--- src/rtl/alu_seq.sv ---
// alu_seq: handshaked sequential ALU.
//   Single-cycle ops (ADD, SUB, NOT, AND, OR, XOR, SLT, EQ) register their
//   result and flags on the accepting edge. With ALU_SEQ_MUL_EN defined,
//   opcode 8 runs a WIDTH-cycle shift-add multiplier. Without it, opcode 8
//   is illegal.
// Ports:
//   clk, rst (async, active-low)
//   in_valid/in_ready, op[3:0], a, b     : operation input handshake
//   out_valid/out_ready, result          : result output handshake
//   flag_z/n/c/v/err                     : status flags, registered with result
//
// state  | meaning
// S_IDLE | accepting work, single-cycle ops complete here
// S_MUL  | shift-add multiply in progress, r_cnt steps remaining
module alu_seq #(
  parameter int WIDTH = 4
) (
  input  logic             clk,
  input  logic             rst,
  input  logic             in_valid,
  output logic             in_ready,
  input  logic [3:0]       op,
  input  logic [WIDTH-1:0] a,
  input  logic [WIDTH-1:0] b,
  output logic             out_valid,
  input  logic             out_ready,
  output logic [WIDTH-1:0] result,
  output logic             flag_z,
  output logic             flag_n,
  output logic             flag_c,
  output logic             flag_v,
  output logic             flag_err
);

  localparam logic [3:0] OP_ADD = 4'd0;
  localparam logic [3:0] OP_SUB = 4'd1;
  localparam logic [3:0] OP_NOT = 4'd2;
  localparam logic [3:0] OP_AND = 4'd3;
  localparam logic [3:0] OP_OR  = 4'd4;
  localparam logic [3:0] OP_XOR = 4'd5;
  localparam logic [3:0] OP_SLT = 4'd6;
  localparam logic [3:0] OP_EQ  = 4'd7;

  logic             r_out_valid;
  logic [WIDTH-1:0] r_result;
  logic             r_z, r_n, r_c, r_v, r_err;

  logic             w_accept;
  logic             w_is_mul;
  logic             w_load_single;
  logic             w_mul_done;
  logic [WIDTH-1:0] w_mul_res;
  logic             w_mul_v;

  logic [WIDTH:0]   w_sum;
  logic [WIDTH:0]   w_diff;
  logic [WIDTH-1:0] w_res;
  logic             w_c, w_v, w_err;

  assign w_accept      = in_valid && in_ready;
  assign w_load_single = w_accept && !w_is_mul;

  // Single-cycle datapath; carry/borrow come from the extra top bit.
  assign w_sum  = {1'b0, a} + {1'b0, b};
  assign w_diff = {1'b0, a} - {1'b0, b};

  always_comb begin
    w_res = '0;
    w_c   = 1'b0;
    w_v   = 1'b0;
    w_err = 1'b0;
    case (op)
      OP_ADD: begin
        w_res = w_sum[WIDTH-1:0];
        w_c   = w_sum[WIDTH];
        w_v   = (a[WIDTH-1] == b[WIDTH-1]) && (w_sum[WIDTH-1] != a[WIDTH-1]);
      end
      OP_SUB: begin
        w_res = w_diff[WIDTH-1:0];
        w_c   = w_diff[WIDTH];
        w_v   = (a[WIDTH-1] != b[WIDTH-1]) && (w_diff[WIDTH-1] != a[WIDTH-1]);
      end
      OP_NOT: w_res = ~a;
      OP_AND: w_res = a & b;
      OP_OR:  w_res = a | b;
      OP_XOR: w_res = a ^ b;
      OP_SLT: w_res = {{(WIDTH-1){1'b0}}, ($signed(a) < $signed(b))};
      OP_EQ:  w_res = {{(WIDTH-1){1'b0}}, (a == b)};
      default: w_err = 1'b1;
    endcase
  end

`ifdef ALU_SEQ_MUL_EN
  localparam logic [3:0] OP_MUL = 4'd8;
  localparam int         CW     = $clog2(WIDTH + 1);

  typedef enum logic {S_IDLE = 1'b0, S_MUL = 1'b1} state_t;
  state_t r_state, w_state_nxt;

  logic [2*WIDTH-1:0] r_mcand;
  logic [WIDTH-1:0]   r_mplier;
  logic [2*WIDTH-1:0] r_acc;
  logic [CW-1:0]      r_cnt;
  logic [2*WIDTH-1:0] w_acc_nxt;

  assign w_is_mul   = (op == OP_MUL);
  assign w_acc_nxt  = r_acc + (r_mplier[0] ? r_mcand : '0);
  // Last step is the one that takes the counter from 1 to 0.
  assign w_mul_done = (r_state == S_MUL) && (r_cnt == CW'(1));
  assign w_mul_res  = w_acc_nxt[WIDTH-1:0];
  assign w_mul_v    = |w_acc_nxt[2*WIDTH-1:WIDTH];

  always_ff @(posedge clk or negedge rst) begin
    if (!rst) r_state <= S_IDLE;
    else      r_state <= w_state_nxt;
  end

  always_comb begin
    w_state_nxt = r_state;
    case (r_state)
      S_IDLE: if (w_accept && w_is_mul) w_state_nxt = S_MUL;
      S_MUL:  if (w_mul_done)           w_state_nxt = S_IDLE;
      default: w_state_nxt = S_IDLE;
    endcase
  end

  always_comb begin
    in_ready = rst && (r_state == S_IDLE) && (!r_out_valid || out_ready);
  end

  always_ff @(posedge clk or negedge rst) begin
    if (!rst) begin
      r_mcand  <= '0;
      r_mplier <= '0;
      r_acc    <= '0;
      r_cnt    <= '0;
    end else if (w_accept && w_is_mul) begin
      r_mcand  <= {{WIDTH{1'b0}}, a};
      r_mplier <= b;
      r_acc    <= '0;
      r_cnt    <= CW'(WIDTH);
    end else if (r_state == S_MUL) begin
      r_acc    <= w_acc_nxt;
      r_mcand  <= r_mcand << 1;
      r_mplier <= r_mplier >> 1;
      r_cnt    <= r_cnt - CW'(1);
    end
  end
`else
  assign w_is_mul   = 1'b0;
  assign w_mul_done = 1'b0;
  assign w_mul_res  = '0;
  assign w_mul_v    = 1'b0;

  always_comb begin
    in_ready = rst && (!r_out_valid || out_ready);
  end
`endif

  // Result/flag register. A new load wins over the output handshake so
  // back-to-back ops never leave a bubble.
  always_ff @(posedge clk or negedge rst) begin
    if (!rst) begin
      r_out_valid <= 1'b0;
      r_result    <= '0;
      {r_z, r_n, r_c, r_v, r_err} <= '0;
    end else if (w_load_single) begin
      r_out_valid <= 1'b1;
      r_result    <= w_res;
      r_z         <= ~|w_res;
      r_n         <= w_res[WIDTH-1];
      r_c         <= w_c;
      r_v         <= w_v;
      r_err       <= w_err;
    end else if (w_mul_done) begin
      r_out_valid <= 1'b1;
      r_result    <= w_mul_res;
      r_z         <= ~|w_mul_res;
      r_n         <= w_mul_res[WIDTH-1];
      r_c         <= 1'b0;
      r_v         <= w_mul_v;
      r_err       <= 1'b0;
    end else if (r_out_valid && out_ready) begin
      r_out_valid <= 1'b0;
    end
  end

  assign out_valid = r_out_valid;
  assign result    = r_result;
  assign flag_z    = r_z;
  assign flag_n    = r_n;
  assign flag_c    = r_c;
  assign flag_v    = r_v;
  assign flag_err  = r_err;

endmodule

--- config.mk ---
export PLATFORM = sky130hd
export DESIGN_NAME = alu_seq
export DESIGN_NICKNAME = d
export VERILOG_FILES = /design/src/rtl/alu_seq.sv
export SDC_FILE = /design/constraint.sdc
export NUM_CORES = 1
export LEC_CHECK = 0
export BUFFER_PORTS_ARGS = -buffer_cell sky130_fd_sc_hd__buf_2
export CAP_MARGIN = 10
export CORE_MARGIN = 4
export CORE_UTILIZATION = 43
export DETAILED_ROUTE_END_ITERATION = 6
export GPL_TIMING_DRIVEN = 0
export PLACE_DENSITY = 0.67
export SLEW_MARGIN = 20
export SYNTH_ARGS = -nofsm -noshare
export SYNTH_HDL_FRONTEND = slang
export SYNTH_SLANG_ARGS = --single-unit
export TNS_END_PERCENT = 5
--- constraint.sdc ---
create_clock -name clk -period 1.2 [get_ports clk]
set_clock_uncertainty 0.05 [all_clocks]
set_input_delay 0.24 -clock clk [delete_from_list [all_inputs] [get_ports clk]]
set_output_delay 0.24 -clock clk [all_outputs]
set_load 0.05 [all_outputs]
-- Yosys cells after proc, flatten, opt, wreduce, memory -nomap -nowiden
Cells that the tools add are included.
W data, S select, Z words.
- flip-flop bits (word level): 10
- output and inout port bits: 11
- word-level logic and storage cells: 44
- add/subtract/negate cells: 2
- $lt $le $gt $ge: 1
- equality and inequality tests: 12
- multiplexer cells: 6
- bitwise gates (word level): 4
- reductions and logical operators: 12
- operators by type and width (kind ; number):
    $pmux W4 S8 ; 1
    $eq A4 B3 Y1 const B ; 4
    $eq A4 B2 Y1 const B ; 2
    $reduce_or A8 Y1 ; 1
    $add A4 B4 Y5 ; 1
    $logic_and A1 B1 Y1 ; 5
    $sub A4 B4 Y5 ; 1
    $and A4 B4 Y4 ; 1
    $eq A4 B1 Y1 const B ; 1
    $eq A4 B4 Y1 ; 1
    $logic_not A4 Y1 ; 1
    $lt A4 B4 Y1 ; 1
    $not A4 Y4 ; 1
    $or A4 B4 Y4 ; 1
    $pmux W1 S2 ; 2
    $reduce_or A4 Y1 ; 1
    $xor A4 B4 Y4 ; 1
    $mux W1 ; 3
    $ne A1 B1 Y1 ; 3
    $logic_not A1 Y1 ; 2
    $reduce_bool A2 Y1 ; 1
    $eq A1 B1 Y1 ; 1
    $logic_or A1 B1 Y1 ; 1

-- Logic depth before layout (Yosys ltp)
- word-level depth: 5
- depth in mapped cells: 8
- depth with buffers taken out: 8

-- Worst setup path before layout
OpenSTA, ideal clock, no wires.
- path type: input port to flip-flop
- start: in a[1]
- end: reg r_result[3] (netlist: result[3])
- setup time: 125 ps
- arrival time: 1744 ps
- data required time: 1025 ps
- path slack: -719 ps
- stages: 7
- path buffers: 0
- path through: inv_1 > ha_1 > a21o_1 > nor3b_1 > or3_1 > a31o_1 > mux2_2
- cells in the longest elaborated chain, start to end: 2
- RTL lines (item ; RTL line ; source):
    from (decl) ; 23 ; input logic [WIDTH-1:0] a,
    $sub A4 B4 Y5 / $add A4 B4 Y5 (equally long branches) ; 65, 64 ;
    $pmux W4 S8 * ; 72 ; case (op)
    to (signal assigned) ; 169 ; r_result <= w_res;
    to (signal assigned) ; 177 ; r_result <= w_mul_res;
    to (decl) ; 45 ; logic [WIDTH-1:0] r_result;
Mark *: on every way between the ends. The rest lies on a longest branch, timed or not.
A chain may end at the register's enable or synchronous reset.

-- Worst setup path after layout
- start: in a[1]
- end: reg r_result[0] (netlist: result[0])
- cells in the longest elaborated chain, start to end: 2
- RTL lines (item ; RTL line):
    $lt A4 B4 Y1 / $eq A4 B4 Y1 (equally long branches) ; 87, 88
    $pmux W4 S8 * ; 72
Marked as above.

==> results.py <==
metrics = {
    "placed_design": {
        "dpl_worst_slack_ps": -922,
        "portBuffers": 25,
        "place_congestion": 0.869,
        "hpwl_um": 1870,
    },
    "sta": {
        "fin_ws_ps": -584,
        "slew_headroom": 0.735,
        "drv_slew": 0,
        "worst_slew_pin_slew_ps": 396,
        "fin_setup_tns_ps": -3310,
        "post-route-period-util": 1.49,
        "rsz0062_at_grt": "true",
        "fin_hold_ws_ps": 263,
        "finalHoldViolations": 0,
        "finalCriticalPeriod_ps": 1780,
        "fmax_mhz": 560,
        "finalSetupViolCount": 10,
    },
    "status": {
        "violations": "negative setup slack",
        "status": "finished with violations",
    },
    "power_and_ir_drop": {
        "peakVddDrop_mv": 0.813,
        "p_leak_nw": 0.688,
        "p_per_area_nw_per_um2": 910,
        "finalPower_mw": 1.32,
    },
    "clocking": {
        "cts_buffers": 3,
        "h-tree-depth": 1,
        "tritoncts": "built",
        "root_buffer": "clkbuf_4",
        "cts.sinks": 9,
        "clock_latency_ps": 260,
        "cts.clk_slew.worst_paths_ps": 60,
        "clock_path_buffers": 2,
    },
    "detailed_routing": {
        "vias": 1026,
        "drt-pass1-iter-count": 4,
        "wl_per_cell_um": 14.0,
        "viasPerCell": 5.49,
        "wl_um": 2610,
        "drtIter0Drc": 28,
        "antenna_left": 0,
        "drc": 0,
    },
    "final_layout": {
        "seq_area_um2": 225,
        "finalCoreUtilization": 0.655,
        "syn_to_final_growth_pct": 45.5,
        "nets": 190,
        "fill_cells": 194,
        "antenna_cells": 0,
        "multiInputGateArea_um2": 823,
        "layout-drive-gt1-share": 0.453,
    },
    "yosys": {
        "synth_top_family_by_area": "simple AND/OR/NAND/NOR gates",
        "synth-seq-cells": 9,
        "async_reset_ff_frac": 1.00,
        "synth-compound-area-share": 0.214,
        "avgSynthCellArea_um2": 8.30,
        "syn_nets": 150,
        "synth_edf_count": 0,
        "synth-adder-area-share": 0.191,
        "synth_xor_xnor_area_share": 0.0176,
        "yosys_warnings": 0,
        "synth_ff_type": "dfrtp_1",
        "netlist_area_um2": 996,
        "yosysUniqueCellTypes": 40,
        "yosysSeqAreaShare": 0.226,
        "syn_inst": 120,
        "yosys.area_share.simple": 0.222,
        "synthMuxAreaShare": 0.0553,
    },
    "global_route": {
        "grt_util_all_layers": 0.155,
        "grt_pass1_vias": 933,
        "overflow": 0,
        "grt_pass1_wl_um": 3960,
        "antenna_found_initial": 0,
        "grt_max_degree": 11,
    },
    "worst_hold_path": {
        "min_path_type": "in -> reg",
    },
    "critical_path": {
        "crit_family": "buffers and inverters",
        "start_kind": "primary input",
        "critPathMaxFanout": 3,
        "cp.required_ps": 1290,
        "path_buf_inv": 4,
        "crit_top_cell": "buf_6",
        "slowest_stage": "fa_2",
        "critical_path.cell_chain": "buf_8 > clkinvlp_4 > buf_6 > buf_6 > fa_2 > nor2_4 > nor4_2 > o211ai_1 > a31oi_2 > mux2_4",
        "critPathKind": "in -> reg",
        "critPathMaxStageDelay_ps": 380,
        "cp-end-kind": "flip-flop",
        "arrival_ps": 1880,
    },
    "die": {
        "die_h_um": 56.1,
        "die-width_um": 56.1,
        "start_util": 0.450,
        "rows": 17,
        "core_um2": 2210,
        "ios": 27,
        "dieArea_um2": 3150,
    },
    "run": {
        "maxCapViolations": 0,
    },
}
routing by layer:
| layer | global-route usage | part of all wire | up-vias |
|---|---|---|---|
| met5 | 0 | 0 | - |
| met4 | 0.0780 | 0.028 | 0 |
| met3 | 0.0278 | 0.061 | 9 |
| met2 | 0.260 | 0.50 | 39 |
| met1 | 0.187 | 0.41 | 479 |
| li1 | - | - | 499 |
state kept, by name, indices dropped and copies added (netlist names):
signal,count
flag_z,1
flag_v,1
result,4
flag_err,1
out_valid,1
flag_c,1
cell usage in the layout, fill, tap and decap left out, types with 2 or more instances in the layout:
master	count
mux2_4	2
o211ai_1	2
mux2_2	2
a221oi_2	2
nor2b_1	4
buf_2	21
nand2_1	10
o21ai_0	8
ha_1	6
buf_6	4
nor2_1	8
fa_2	2
xnor2_1	2
nand2b_1	4
buf_4	9
clkbuf_4	4
inv_1	9
or3_1	2
nand3_2	2
a21oi_1	4
dfrtp_1	9
buf_8	3
and2_1	2
ha_2	4
ha_4	2
tightest hold or removal path, cell delays in order:
cell,delay [ps]
buf_2,80
nand2b_1,160
nand2_1,60
stage by stage:
| stage | cell area [um2] | instances |
|---|---|---|
| after floorplan | 1010 | 120 |
| after global placement | 1170 | 173 |
| after detailed placement | 1170 | 173 |
| after CTS | 1290 | 182 |
| after global routing | 1450 | 187 |
| final | 1450 | 187 |
cells in the mapped netlist (all sizes together), types with 2 or more instances:
cell / count / area share
ha: 12 / 0.15
inv: 12 / 0.045
nand2: 10 / 0.038
dfrtp: 9 / 0.23
nor2: 9 / 0.034
o21ai: 9 / 0.045
a21oi: 5 / 0.025
nor2b: 5 / 0.031
mux2: 4 / 0.045
nand2b: 4 / 0.025
and2: 3 / 0.019
buf: 3 / 0.020
a221oi: 2 / 0.018
a31oi: 2 / 0.013
clkbuf: 2 / 0.0088
fa: 2 / 0.040
nand3: 2 / 0.010
nor3b: 2 / 0.015
o211ai: 2 / 0.015
o21bai: 2 / 0.015
or3: 2 / 0.013
xnor2: 2 / 0.018
cell families (layout without fill, tap and decap cells):
group / count (synthesis) / in the layout
AO/OA/AOI/OAI: 31 / 31
XOR/XNOR: 2 / 2
adder cells (fa/ha/maj): 14 / 14
buffers and inverters: 17 / 56
flip-flops: 9 / 9
multiplexers: 5 / 5
AND/OR/NAND/NOR: 42 / 42
area by class of cell:
cell class              instances  share of cell area
flip-flops and latches          9               0.155
inverters                      12              0.0371
multi-input cells              94               0.568
plain buffers                   5              0.0250
clock buffers                   4              0.0181
repair buffers                 35               0.172
well taps                      28              0.0242
power by group:
group	internal, mW	switching, mW
combinational	0.287	0.435
sequential	0.347	0.0228
clock	0.128	0.100
repair_timing:
| item | in CTS | in global routing |
|---|---|---|
| hold buffers | 1 | 0 |
| setup buffers | 4 | 5 |
| pin swaps | 10 | 15 |
| endpoints found under the setup margin | 10 | 11 |
| resized for setup | 16 | 35 |
| hold endpoints to repair | 9 | 0 |
path summary, 6_finish.rpt:
check                               start  slack, ps   endpoint  cells after the start
worst max-delay path                 a[1]       -580  result[0]                     10
worst min-delay path            out_ready        260  out_valid                      3
worst max register to register  out_valid       -180     flag_z                      5
worst min register to register     flag_c        430     flag_c                      2
max in group asynchronous             rst        390  result[0]                      2
min in group asynchronous             rst        420  result[3]                      2
Power figures use the tool's default switching activity.
